File: config.mk
export PLATFORM = sky130hd
export DESIGN_NAME = clock_step_ctrl_flat
export DESIGN_NICKNAME = d
export VERILOG_FILES = /design/src/rtl/clock_step_ctrl_if.sv /design/src/rtl/clock_step_ctrl.sv /design/src/flat_wrapper.sv
export SDC_FILE = /design/constraint.sdc
export NUM_CORES = 1
export LEC_CHECK = 0
export CORE_MARGIN = 1
export CORE_UTILIZATION = 54
export DETAILED_ROUTE_END_ITERATION = 8
export GPL_TIMING_DRIVEN = 0
export PLACE_DENSITY = 0.8
export RECOVER_POWER = 50
export SYNTH_ARGS = -nofsm -noshare
export SYNTH_HDL_FRONTEND = slang
export SYNTH_SLANG_ARGS = --single-unit
File: constraint.sdc
create_clock -name clkin -period 5 [get_ports clkin]
set_clock_uncertainty 0.1 [all_clocks]
set_input_delay 0.5 -clock clkin [delete_from_list [all_inputs] [get_ports clkin]]
set_output_delay 0.5 -clock clkin [all_outputs]
set_load 0.005 [all_outputs]
File: src/rtl/clock_step_ctrl_if.sv
// clock_step_ctrl_if: control/status bundle between the CPU clock controller and its master
interface clock_step_ctrl_if #(parameter int CNT_W = 32);
  logic [1:0] mode;
  logic start;
  logic stop;
  logic halt_req;
  logic [CNT_W-1:0] div;
  logic div_load;
  logic [7:0] burst_len;
  logic step_btn;
  logic cpu_ce;
  logic [1:0] state;
  logic halted;
  logic [15:0] ce_count;
  modport master(output mode, start, stop, halt_req, div, div_load, burst_len, step_btn,
                 input cpu_ce, state, halted, ce_count);
  modport slave(input mode, start, stop, halt_req, div, div_load, burst_len, step_btn,
                output cpu_ce, state, halted, ce_count);
endinterface

File: src/rtl/clock_step_ctrl.sv
// clock_step_ctrl: halt/run/step/burst CPU clock-enable generator; clkin, async clr_n, bus = controls in, cpu_ce/state/halted/ce_count out
module clock_step_ctrl #(
  parameter int CNT_W = 32,
  parameter int DEFAULT_DIV = 25000000
) (
  input logic clkin,
  input logic clr_n,
  clock_step_ctrl_if.slave bus
);
  localparam logic [1:0] HALT = 2'd0, RUN = 2'd1, STEP = 2'd2, BURST = 2'd3;
  logic [CNT_W-1:0] cnt, div_r;
  logic [7:0] burst_rem;
  logic s1, s2, s3;
  logic active, kill, tick, go, last;
  logic [1:0] nxt;
  always_comb begin
    active = bus.state == RUN || bus.state == BURST;
    kill = bus.halt_req || bus.stop;
    tick = active && cnt == div_r && !bus.div_load;
    go = bus.state == HALT && bus.start && !kill;
    last = bus.state == BURST && tick && burst_rem == 8'd1;
    nxt = bus.state == HALT ? ((go && !(bus.mode == BURST && bus.burst_len == 8'd0)) ? bus.mode : HALT)
        : (kill || last) ? HALT : bus.state;
  end
  always_ff @(posedge clkin or negedge clr_n)
    if (!clr_n) begin
      bus.state <= HALT;
      bus.halted <= 1'b1;
      bus.cpu_ce <= 1'b0;
      bus.ce_count <= '0;
      cnt <= '0;
      div_r <= CNT_W'(DEFAULT_DIV);
      burst_rem <= '0;
      {s1, s2, s3} <= '0;
    end else begin
      bus.state <= nxt;
      bus.halted <= nxt == HALT;
      bus.cpu_ce <= (bus.state != HALT && kill) ? 1'b0 : bus.state == STEP ? s2 & ~s3 : tick;
      bus.ce_count <= bus.ce_count + {15'd0, bus.cpu_ce};
      cnt <= (bus.div_load || tick || !active || kill) ? '0 : cnt + CNT_W'(1);
      div_r <= bus.div_load ? bus.div : div_r;
      burst_rem <= go ? bus.burst_len : (bus.state == BURST && tick) ? burst_rem - 8'd1 : burst_rem;
      {s1, s2, s3} <= {bus.step_btn, s1, s2};
    end
endmodule

File: src/flat_wrapper.sv
// flat-port wrapper written by rule: the top's interface ports become plain ports
module clock_step_ctrl_flat 
#(
  parameter int CNT_W = 32,
  parameter int DEFAULT_DIV = 25000000
)
  (clkin, clr_n, bus_mode, bus_start, bus_stop, bus_halt_req, bus_div, bus_div_load, bus_burst_len, bus_step_btn, bus_cpu_ce, bus_state, bus_halted, bus_ce_count);
  clock_step_ctrl_if #(.CNT_W(CNT_W)) bus_i ();
  input logic clkin;
  input logic clr_n;
  input wire logic [$bits(bus_i.mode)-1:0] bus_mode;
  input wire logic [$bits(bus_i.start)-1:0] bus_start;
  input wire logic [$bits(bus_i.stop)-1:0] bus_stop;
  input wire logic [$bits(bus_i.halt_req)-1:0] bus_halt_req;
  input wire logic [$bits(bus_i.div)-1:0] bus_div;
  input wire logic [$bits(bus_i.div_load)-1:0] bus_div_load;
  input wire logic [$bits(bus_i.burst_len)-1:0] bus_burst_len;
  input wire logic [$bits(bus_i.step_btn)-1:0] bus_step_btn;
  output wire logic [$bits(bus_i.cpu_ce)-1:0] bus_cpu_ce;
  output wire logic [$bits(bus_i.state)-1:0] bus_state;
  output wire logic [$bits(bus_i.halted)-1:0] bus_halted;
  output wire logic [$bits(bus_i.ce_count)-1:0] bus_ce_count;
  assign bus_i.mode = bus_mode;
  assign bus_i.start = bus_start;
  assign bus_i.stop = bus_stop;
  assign bus_i.halt_req = bus_halt_req;
  assign bus_i.div = bus_div;
  assign bus_i.div_load = bus_div_load;
  assign bus_i.burst_len = bus_burst_len;
  assign bus_i.step_btn = bus_step_btn;
  assign bus_cpu_ce = bus_i.cpu_ce;
  assign bus_state = bus_i.state;
  assign bus_halted = bus_i.halted;
  assign bus_ce_count = bus_i.ce_count;
  clock_step_ctrl #(.CNT_W(CNT_W), .DEFAULT_DIV(DEFAULT_DIV)) u_core (.clkin(clkin), .clr_n(clr_n), .bus(bus_i));
endmodule
; ---- Word level (Yosys, flattened, before mapping)
; Cells that the tools add are included.
[totals]
reg_bits = 95
latch_bits = 0
mem_bits_rw = 0
rom_bits = 0
in_bits = 49
output_inout_bits = 20
elab_cells = 53
mem_count = 0
[classes]
addsub = 3
multipliers = 0
div = 0
order_cmp = 0
eq_ne = 6
shifts = 0
mux = 8
n_bitwise = 2
reduce_logical = 24
[ops]
columns = operator, count
row1 = 32-bit by 1-bit adder with 32-bit output (second input constant), 1
row2 = 32-bit equality test, 1
row3 = 32-bit 2-to-1 mux, 1
row4 = 16-bit by 1-bit adder with 16-bit output, 1
row5 = 8-bit 2-to-1 mux, 2
row6 = 1-bit logical AND, 9
row7 = 8-bit by 1-bit equality test with 1-bit output (second input constant), 1
row8 = 8-bit zero test, 1
row9 = 8-bit by 1-bit subtractor with 8-bit output (second input constant), 1
row10 = 2-bit equality test (second input constant), 3
row11 = 1-bit logical OR, 6
row12 = 2-bit 2-to-1 mux, 3
row13 = 1-bit zero test, 4
row14 = 2-bit zero test, 2
row15 = 2-bit nonzero test, 2
row16 = 2-bit by 1-bit equality test with 1-bit output (second input constant), 1
row17 = 1-bit 2-to-1 mux, 2
row18 = 1-bit bitwise AND, 1
row19 = 1-bit inverter, 1

; ---- Longest topological paths before layout
[depth]
depth_word = 10
ltp_mapped = 8
ltp_nobuf = 8

; ---- Worst setup path before layout
; No wires, ideal clock.
[synth_timing]
path_kind = register to register
from = register u_core.div_r[13]
to = register u_core.bus.state[0]
setup_time_ns = 0.122
arrival_time_ns = 1.636
required_ns = 4.778
setup_slack_ns = 3.143
stages_incl_launch_ff = 7
path_buffers = 0
period_less_slack_ns = 1.857
cell_sequence = dfstp_2 -> xnor2_1 -> nand4_1 -> nor2_1 -> and3_1 -> nand4_1 -> a32o_1
[synth_via]
elab_chain_len = 8
[synth_lines]
columns = element, line
row1 = from (decl), clock_step_ctrl.sv:11  ; logic [CNT_W-1:0] cnt, div_r;
row2 = from (signal assigned), clock_step_ctrl.sv:32  ; div_r <= CNT_W'(DEFAULT_DIV);
row3 = from (signal assigned), clock_step_ctrl.sv:41  ; div_r <= bus.div_load ? bus.div : div_r;
row4 = 32-bit equality test, clock_step_ctrl.sv:19  ; tick = active && cnt == div_r && !bus.div_load;
row5 = 1-bit logical AND (2 in a row), clock_step_ctrl.sv:19
row6 = 1-bit logical AND (2 in a row), clock_step_ctrl.sv:21  ; last = bus.state == BURST && tick && burst_rem == 8'd1;
row7 = 1-bit logical OR, clock_step_ctrl.sv:23  ; : (kill || last) ? HALT : bus.state;
row8 = 2-bit 2-to-1 mux, clock_step_ctrl.sv:23
row9 = 2-bit 2-to-1 mux, clock_step_ctrl.sv:22  ; nxt = bus.state == HALT ? ((go && !(bus.mode == BURST && bus.burst_len == 8'd0)) ? bus.mode : HALT)
row10 = via u_core.nxt[0], clock_step_ctrl.sv:15  ; logic [1:0] nxt;
row11 = to (signal assigned), clock_step_ctrl.sv:36  ; bus.state <= nxt;
row12 = to (decl), clock_step_ctrl_if.sv:18  ; output cpu_ce, state, halted, ce_count);
; The timed path passes the listed nets, and every way through them passes these cells.
; A chain may end at the register's enable or synchronous reset.

; ---- Final worst setup path
[layout_timing]
from = register u_core.div_r[31]
to = register u_core.bus.state[1]
; The elaborated chain is that of the path after synthesis.

==> impl_metrics.tcl <==
set metrics [dict create \
    ios 69 \
    ys.flop_type "dfrtp_1" \
    setup_viol 0 \
    fin_ws_ps 2740 \
    cts_buffers 9 \
    dr.pass1.iters 4 \
    fp.dieW_um 94.5 \
    synth_cell_types 47 \
    finalNetCount 541 \
    vias_per_cell 5.52 \
    port_buffers 67 \
    dp_hpwl_um 7080 \
    synth_top_area_share 0.444 \
    powerDensity_nw_per_um2 271 \
    power.switching_mw 0.370 \
    slew_headroom 0.0615 \
    required_ps 5160 \
    swShare 0.243 \
    post-route-util 0.681 \
    outcome "completed" \
    synth_edf_count 0 \
    place_congestion 0.850 \
    syn-instance-count 407 \
    vias 3296 \
    rrSetupSlack_ps 2740 \
    ir_drop_mv 0.177 \
    grt_pass1_wl_um 15900 \
    mappedNetlistArea_um2 4620 \
    path_cells "xnor2_1 > nand4_1 > nor2_1 > and3_1 > nand4_1 > a32o_1" \
    sequentialPowerShare 0.561 \
    slowest_delay_ps 410 \
    insertion_delay_ps 360 \
    hold_path.class "register to register" \
    cts_tree "done" \
    total_power_mw 1.52 \
    ctsHtreeMaxLevel 3 \
    die_area_um2 8930 \
    worstSetupPathType "register to register" \
    drt-total-wl_um 9610 \
    diodes 0 \
    drc 0 \
    worstPathArrival_ps 2420 \
    period_minus_slack_ps 2260 \
    cts.sinks 95 \
    syn_avg_cell_area_um2 11.3 \
    period_share 0.451 \
    max_clock_freq_mhz 443 \
    path_common_cell "nand4_1" \
    antenna_found_initial 0 \
    clock_tree.root_cell "clkbuf_8" \
    cp_max_fo 5 \
    pre_cts_slack_ps 2460 \
    first_global_vias 3322 \
    first_iter_violations 162 \
    area_growth_pct 21.8 \
    tns_ps 0 \
    synth_nets 461 \
    ant_nets 0 \
    power_frac_comb 0.117 \
    ys_top_cells_by_area "dfrtp_1, mux2_2, xnor2_1" \
    multi_input_area_um2 2150 \
    drive_gt1_frac 0.154 \
    core_area_um2 8260 \
    clockBufferDepth 2 \
    yosys_warnings 0 \
    die_h_um 94.5 \
    wl_per_cell_um 16.1 \
    p_clk_frac 0.322 \
    async_flop_share 1.00 \
    fillers 641 \
    num_rows 33 \
    cts_resized 0 \
    worstSetupStartpointType "register" \
    p_int_mw 1.15 \
    slowest_stage "dfrtp_1" \
    slew_violations 0 \
    rsz0062_at_grt "false" \
    max_cap_viol_count 0 \
    regArea_um2 2390 \
    grt_usage 0.239 \
    leakagePower_nw 2.32 \
    synth_seq_cells 95 \
    synth_top_area_cell "dfrtp_1" \
    clkTransAtPathRegs_ps 90 \
    cp-end-kind "register" \
    grt_max_degree 72 \
    ys_seq_area_frac 0.518 \
    hold_violations 0 \
    hold-worst-slack_ps 265 \
    overflow 0 \
    max_slew.worst_pin.slew_ps 1410 \
    initial_utilization 0.559 \
]
==> stage by stage <==
step | cell area [um^2] | instances
floorplan | 4620 | 407
global placement | 5420 | 579
CTS | 5640 | 597
global route | 5630 | 597
finish | 5630 | 597
detailed placement | 5450 | 580
==> placed cells by master (no fill, tap or decap), drive strengths merged, types with 2 or more instances in the layout <==
cell type,count
nand4,16
clkbuf,17
ha,5
nand2,31
a32o,3
nor2b,2
clkinv,3
and4,10
and3,14
inv,3
dfrtp,82
xnor2,40
nor2,50
buf,6
nand4b,2
nand3,22
xor2,39
dfstp,13
mux2,33
o21ai,4
nor4,6
nor3,4
and2,5
clkdlybuf4s50,62
dlygate4sd3,5
==> cell type report <==
type                            instances  share of cell area
Buffer                                 10              0.0100
Clock buffer                           12              0.0240
Clock inverter                          4             0.00867
Inverter                                3             0.00200
Multi-Input combinational cell        299               0.382
Sequential cell                        95               0.425
Tap cell                              105              0.0234
Timing Repair Buffer                   69               0.125
==> logic make-up (layout without fill, tap and decap cells) <==
| family | Yosys count | after routing | share of synthesized area |
|---|---|---|---|
| flip-flops | 95 | 95 | 0.518 |
| AND/OR/NAND/NOR | 165 | 165 | 0.193 |
| AO/OA/AOI/OAI | 16 | 16 | 0.0260 |
| adder cells (fa/ha/maj) | 5 | 5 | 0.0135 |
| buffers and inverters | 13 | 98 | 0.0168 |
| XOR/XNOR | 79 | 79 | 0.150 |
| multiplexers | 34 | 34 | 0.0826 |
==> worst max-delay path, delay by kind of cell (launching register included) <==
family	cells	cell delay, ps
and+or+nand+nor	4	1100
xor gates and xnor gates	1	240
DFF	1	410
AOI/OAI and AO/OA	1	300
==> routing by layer <==
metal	wire [um]	GRT usage	vias up
li1	-	-	1576
met3	394	0.0427	24
met5	0	0	-
met2	4680	0.385	99
met4	265	0.117	0
met1	4280	0.312	1597
==> synth_stat cells (2+ instances only) <==
| cell type | instances |
|---|---|
| buf_4 | 3 |
| a32o_1 | 3 |
| dfstp_2 | 13 |
| clkbuf_1 | 3 |
| and4_1 | 10 |
| buf_2 | 2 |
| mux2_2 | 33 |
| nand4_1 | 15 |
| nor3_1 | 3 |
| nand3_1 | 22 |
| o21ai_0 | 3 |
| ha_1 | 5 |
| dfrtp_1 | 82 |
| nor4_2 | 2 |
| nor2_1 | 49 |
| and2_1 | 4 |
| inv_1 | 3 |
| nand2_1 | 31 |
| xnor2_1 | 40 |
| and3_1 | 13 |
| xor2_1 | 39 |
| nor4_1 | 4 |
==> state kept, by name, summed over array words and instances, names as in the netlist <==
register / flops
u_core.bus.halted: 1
u_core.s3: 1
u_core.bus.ce_count: 16
u_core.bus.cpu_ce: 1
u_core.bus.state: 2
u_core.s2: 1
u_core.div_r: 32
u_core.burst_rem: 8
u_core.s1: 1
u_core.cnt: 32
==> power by group through the flow <==
stage                     clock network, mW  logic (mW)  registers [mW]
final                                 0.490       0.179           0.853
after global routing                  0.527       0.199           0.858
after CTS                             0.502       0.183           0.853
after detailed placement                  0       0.181           0.868
after global placement                    0       0.172           0.865
after floorplan                           0      0.0964           0.857
==> final timing paths <==
kind                            depth (start not counted)                endpoint              from
worst max register to register                          6     u_core.bus.state[1]  u_core.div_r[31]
worst min-delay path                                    0               u_core.s2         u_core.s1
max in group asynchronous                               3        u_core.div_r[24]             clr_n
worst max-delay path                                    6     u_core.bus.state[1]  u_core.div_r[31]
worst min register to register                          0               u_core.s2         u_core.s1
min in group asynchronous                               2  u_core.bus.ce_count[4]             clr_n
==> timing repair <==
| action | CTS | global route |
|---|---|---|
| setup buffers | 0 | 0 |
| setup endpoints to repair | 0 | 0 |
| hold buffers | 1 | 0 |
| hold endpoints to repair | 23 | 0 |
(Power assumes the default switching activity.)
==> edit 1 (same flow settings) <==
`CNT_W` is set to 32 in 3 places; all go to 24.
--- a/src/rtl/clock_step_ctrl_if.sv
+++ b/src/rtl/clock_step_ctrl_if.sv
@@ -1,5 +1,5 @@
 // clock_step_ctrl_if: control/status bundle between the CPU clock controller and its master
-interface clock_step_ctrl_if #(parameter int CNT_W = 32);
+interface clock_step_ctrl_if #(parameter int CNT_W = 24);
   logic [1:0] mode;
   logic start;
   logic stop;
--- a/src/rtl/clock_step_ctrl.sv
+++ b/src/rtl/clock_step_ctrl.sv
@@ -1,6 +1,6 @@
 // clock_step_ctrl: halt/run/step/burst CPU clock-enable generator; clkin, async clr_n, bus = controls in, cpu_ce/state/halted/ce_count out
 module clock_step_ctrl #(
-  parameter int CNT_W = 32,
+  parameter int CNT_W = 24,
   parameter int DEFAULT_DIV = 25000000
 ) (
   input logic clkin,
--- a/src/flat_wrapper.sv
+++ b/src/flat_wrapper.sv
@@ -1,7 +1,7 @@
 // flat-port wrapper written by rule: the top's interface ports become plain ports
 module clock_step_ctrl_flat 
 #(
-  parameter int CNT_W = 32,
+  parameter int CNT_W = 24,
   parameter int DEFAULT_DIV = 25000000
 )
   (clkin, clr_n, bus_mode, bus_start, bus_stop, bus_halt_req, bus_div, bus_div_load, bus_burst_len, bus_step_btn, bus_cpu_ce, bus_state, bus_halted, bus_ce_count);
Interface: changed (resized bus_div); port bits go from 69 to 61. No check against the original RTL was run, so the function may have changed too.
==> edit 1 against the unedited design <==
Sequential cell count decreased by 16. Critical path type is now input pin to async pin. Wire length decreased by 23%. Critical path depth decreased by 3. Largest cell class unchanged. Area after synthesis decreased by 16%. Fmax decreased by 0.95%. Worst setup slack got worse by 0.022 ns. Critical endpoint is now u_core.div_r[12]. The run now ends with capacitance limit, slew limit left. Total power decreased by 6.5%. Non-clock buffer count decreased by 8. Combinational power decreased by 21%. Cell area decreased by 13%.
==> edit 1: results (changes against the unedited design) <==
status finished, violations left; failing checks capacitance limit, slew limit; CTS Hold Bufs 1 (unchanged); top flop regs u_core.cnt (24), u_core.div_r (24), u_core.bus.ce_count (16); Synth area leaders dfrtp_1 43%, xor2_1 9.7%, dfstp_2 8.1%, mux2_2 7.2%, xnor2_1 5.4%; fill count 496 (-23%); Post-CTS Resized 0 (unchanged); number of synthesis warnings 0 (unchanged); syn nets 372 (-19%); layout cells sized above 1 0.2159 (+0.06141); largest net degree at the start of global routing 50 (-31%); first-pass GRT wire length 12,770 um (-20%); Post-layout nets 444 (-18%); critical path peak fanout 49 (+44); DR iter-0 viols 106 (-35%); Critical Path AT 2.64 ns (+0.22 ns); first drt pass iteration count 4 (unchanged); Post-CTS Repair Setup Buffers 0 (unchanged); global placer's final weighted congestion 0.8021 (-5.6%); Async SR Flop Fraction 1.000 (unchanged); vias in the first global route 2,659 (-20%); CTS Buffer Depth 2 (unchanged); Netlist cell types 39 (-17%); clock-pin slew of the registers on the worst-case setup and hold paths 0.08 ns; initial antenna violation count 0 (unchanged); Hold Fails Final Rpt 0 (unchanged); cts bufs inserted 9 (unchanged); Main synth FF type dfrtp_1; sequential share of the synthesized area 0.5119 (-0.006391); Tightest Hold Check Type register to register; static leakage 1.986 nW (-14%); Final HPWL DP 5370 um (-24%); CTS root buf clkbuf_8; ANT cells 0 (unchanged); # H-tree levels 3 (unchanged); Total Routed Length 7445 um (-23%); Slew Viols, Final 31 (+31); IO buf count 59 (-12%); MaxCap Viol Count 1 (+1); Total Routing Usage GR 0.2249 (-0.01384); VDD IR max 0.2381 mV (+35%); worst-margin pin slew 1.742 ns (+0.3345 ns); list of most frequent post-synthesis cells 67 x dfrtp_1, 43 x xor2_1, 25 x mux2_2; Vias 2,617 (-21%); Clock Latency Late Sink ~0.35 ns
[edit 1: cell type report]
type	instances	area [um^2]	area share
Sequential cell	79	1992	0.4083
Clock inverter	7	121.4	0.02488
Buffer	10	85.08	0.01744
Inverter	6	22.52	0.004617
Multi-Input combinational cell	231	1792	0.3673
Tap cell	96	120.1	0.02462
Timing Repair Buffer	61	621.8	0.1275
Clock buffer	9	123.9	0.02539
[edit 1: where the power goes]
part | internal (mW) | switching [mW] | leakage (nW)
clock | 0.332 | 0.240 | 0.112
combinational | 0.0822 | 0.0586 | 0.873
sequential | 0.683 | 0.0275 | 1.00
total | 1.10 | 0.326 | 1.99
[edit 1: critical path, stage by stage]
cell	delay, ns
dlygate4sd3_1	0.52
clkbuf_1	1.25
buf_16	0.34
[edit 1: path summary, 6_finish.rpt]
check | from | to | slack, ns | depth (start not counted)
setup / recovery | clr_n | u_core.div_r[12] | 2.72 | 3
hold / removal | u_core.s1 | u_core.s2 | 0.25 | 0
setup reg to reg | u_core.div_r[13] | u_core.bus.state[0] | 2.75 | 6
hold reg to reg | u_core.s1 | u_core.s2 | 0.25 | 0
max in group clkin | u_core.div_r[13] | u_core.bus.state[0] | 2.75 | 6
min in group asynchronous | clr_n | u_core.burst_rem[1] | 1.04 | 2
[edit 1: kinds of logic after synthesis]
logic type | share of synthesized area
AO/OA/AOI/OAI | 0.02155
XOR/XNOR | 0.1508
adder cells (fa/ha/maj) | 0.01608
buffers and inverters | 0.02765
flip-flops | 0.5119
multiplexers | 0.07492
AND/OR/NAND/NOR | 0.1971
[edit 1: routing by layer]
metal	up-vias	part of all wire	wire [um]	track usage
li1	1265	-	-	-
met1	1291	0.46	3455	0.3123
met2	55	0.49	3622	0.3515
met3	6	0.039	288	0.04929
met4	0	0.011	80	0.07576
met5	-	0	0	0
[edit 1: metrics by stage]
step / util / worst slack, ns / cells / hold slack [ns] / area [um^2]
after floorplan: - / 3.002 / 326 / 0.1044 / 3891
after global placement: 0.6699 / 0.5833 / 481 / 0.2316 / 4602
after detailed placement: 0.6736 / 2.735 / 482 / 0.2347 / 4627
after CTS: 0.7107 / 2.719 / 499 / 0.2528 / 4882
after global routing: 0.7102 / 2.441 / 499 / 0.2751 / 4878
final: 0.7102 / 2.723 / 499 / 0.2517 / 4878
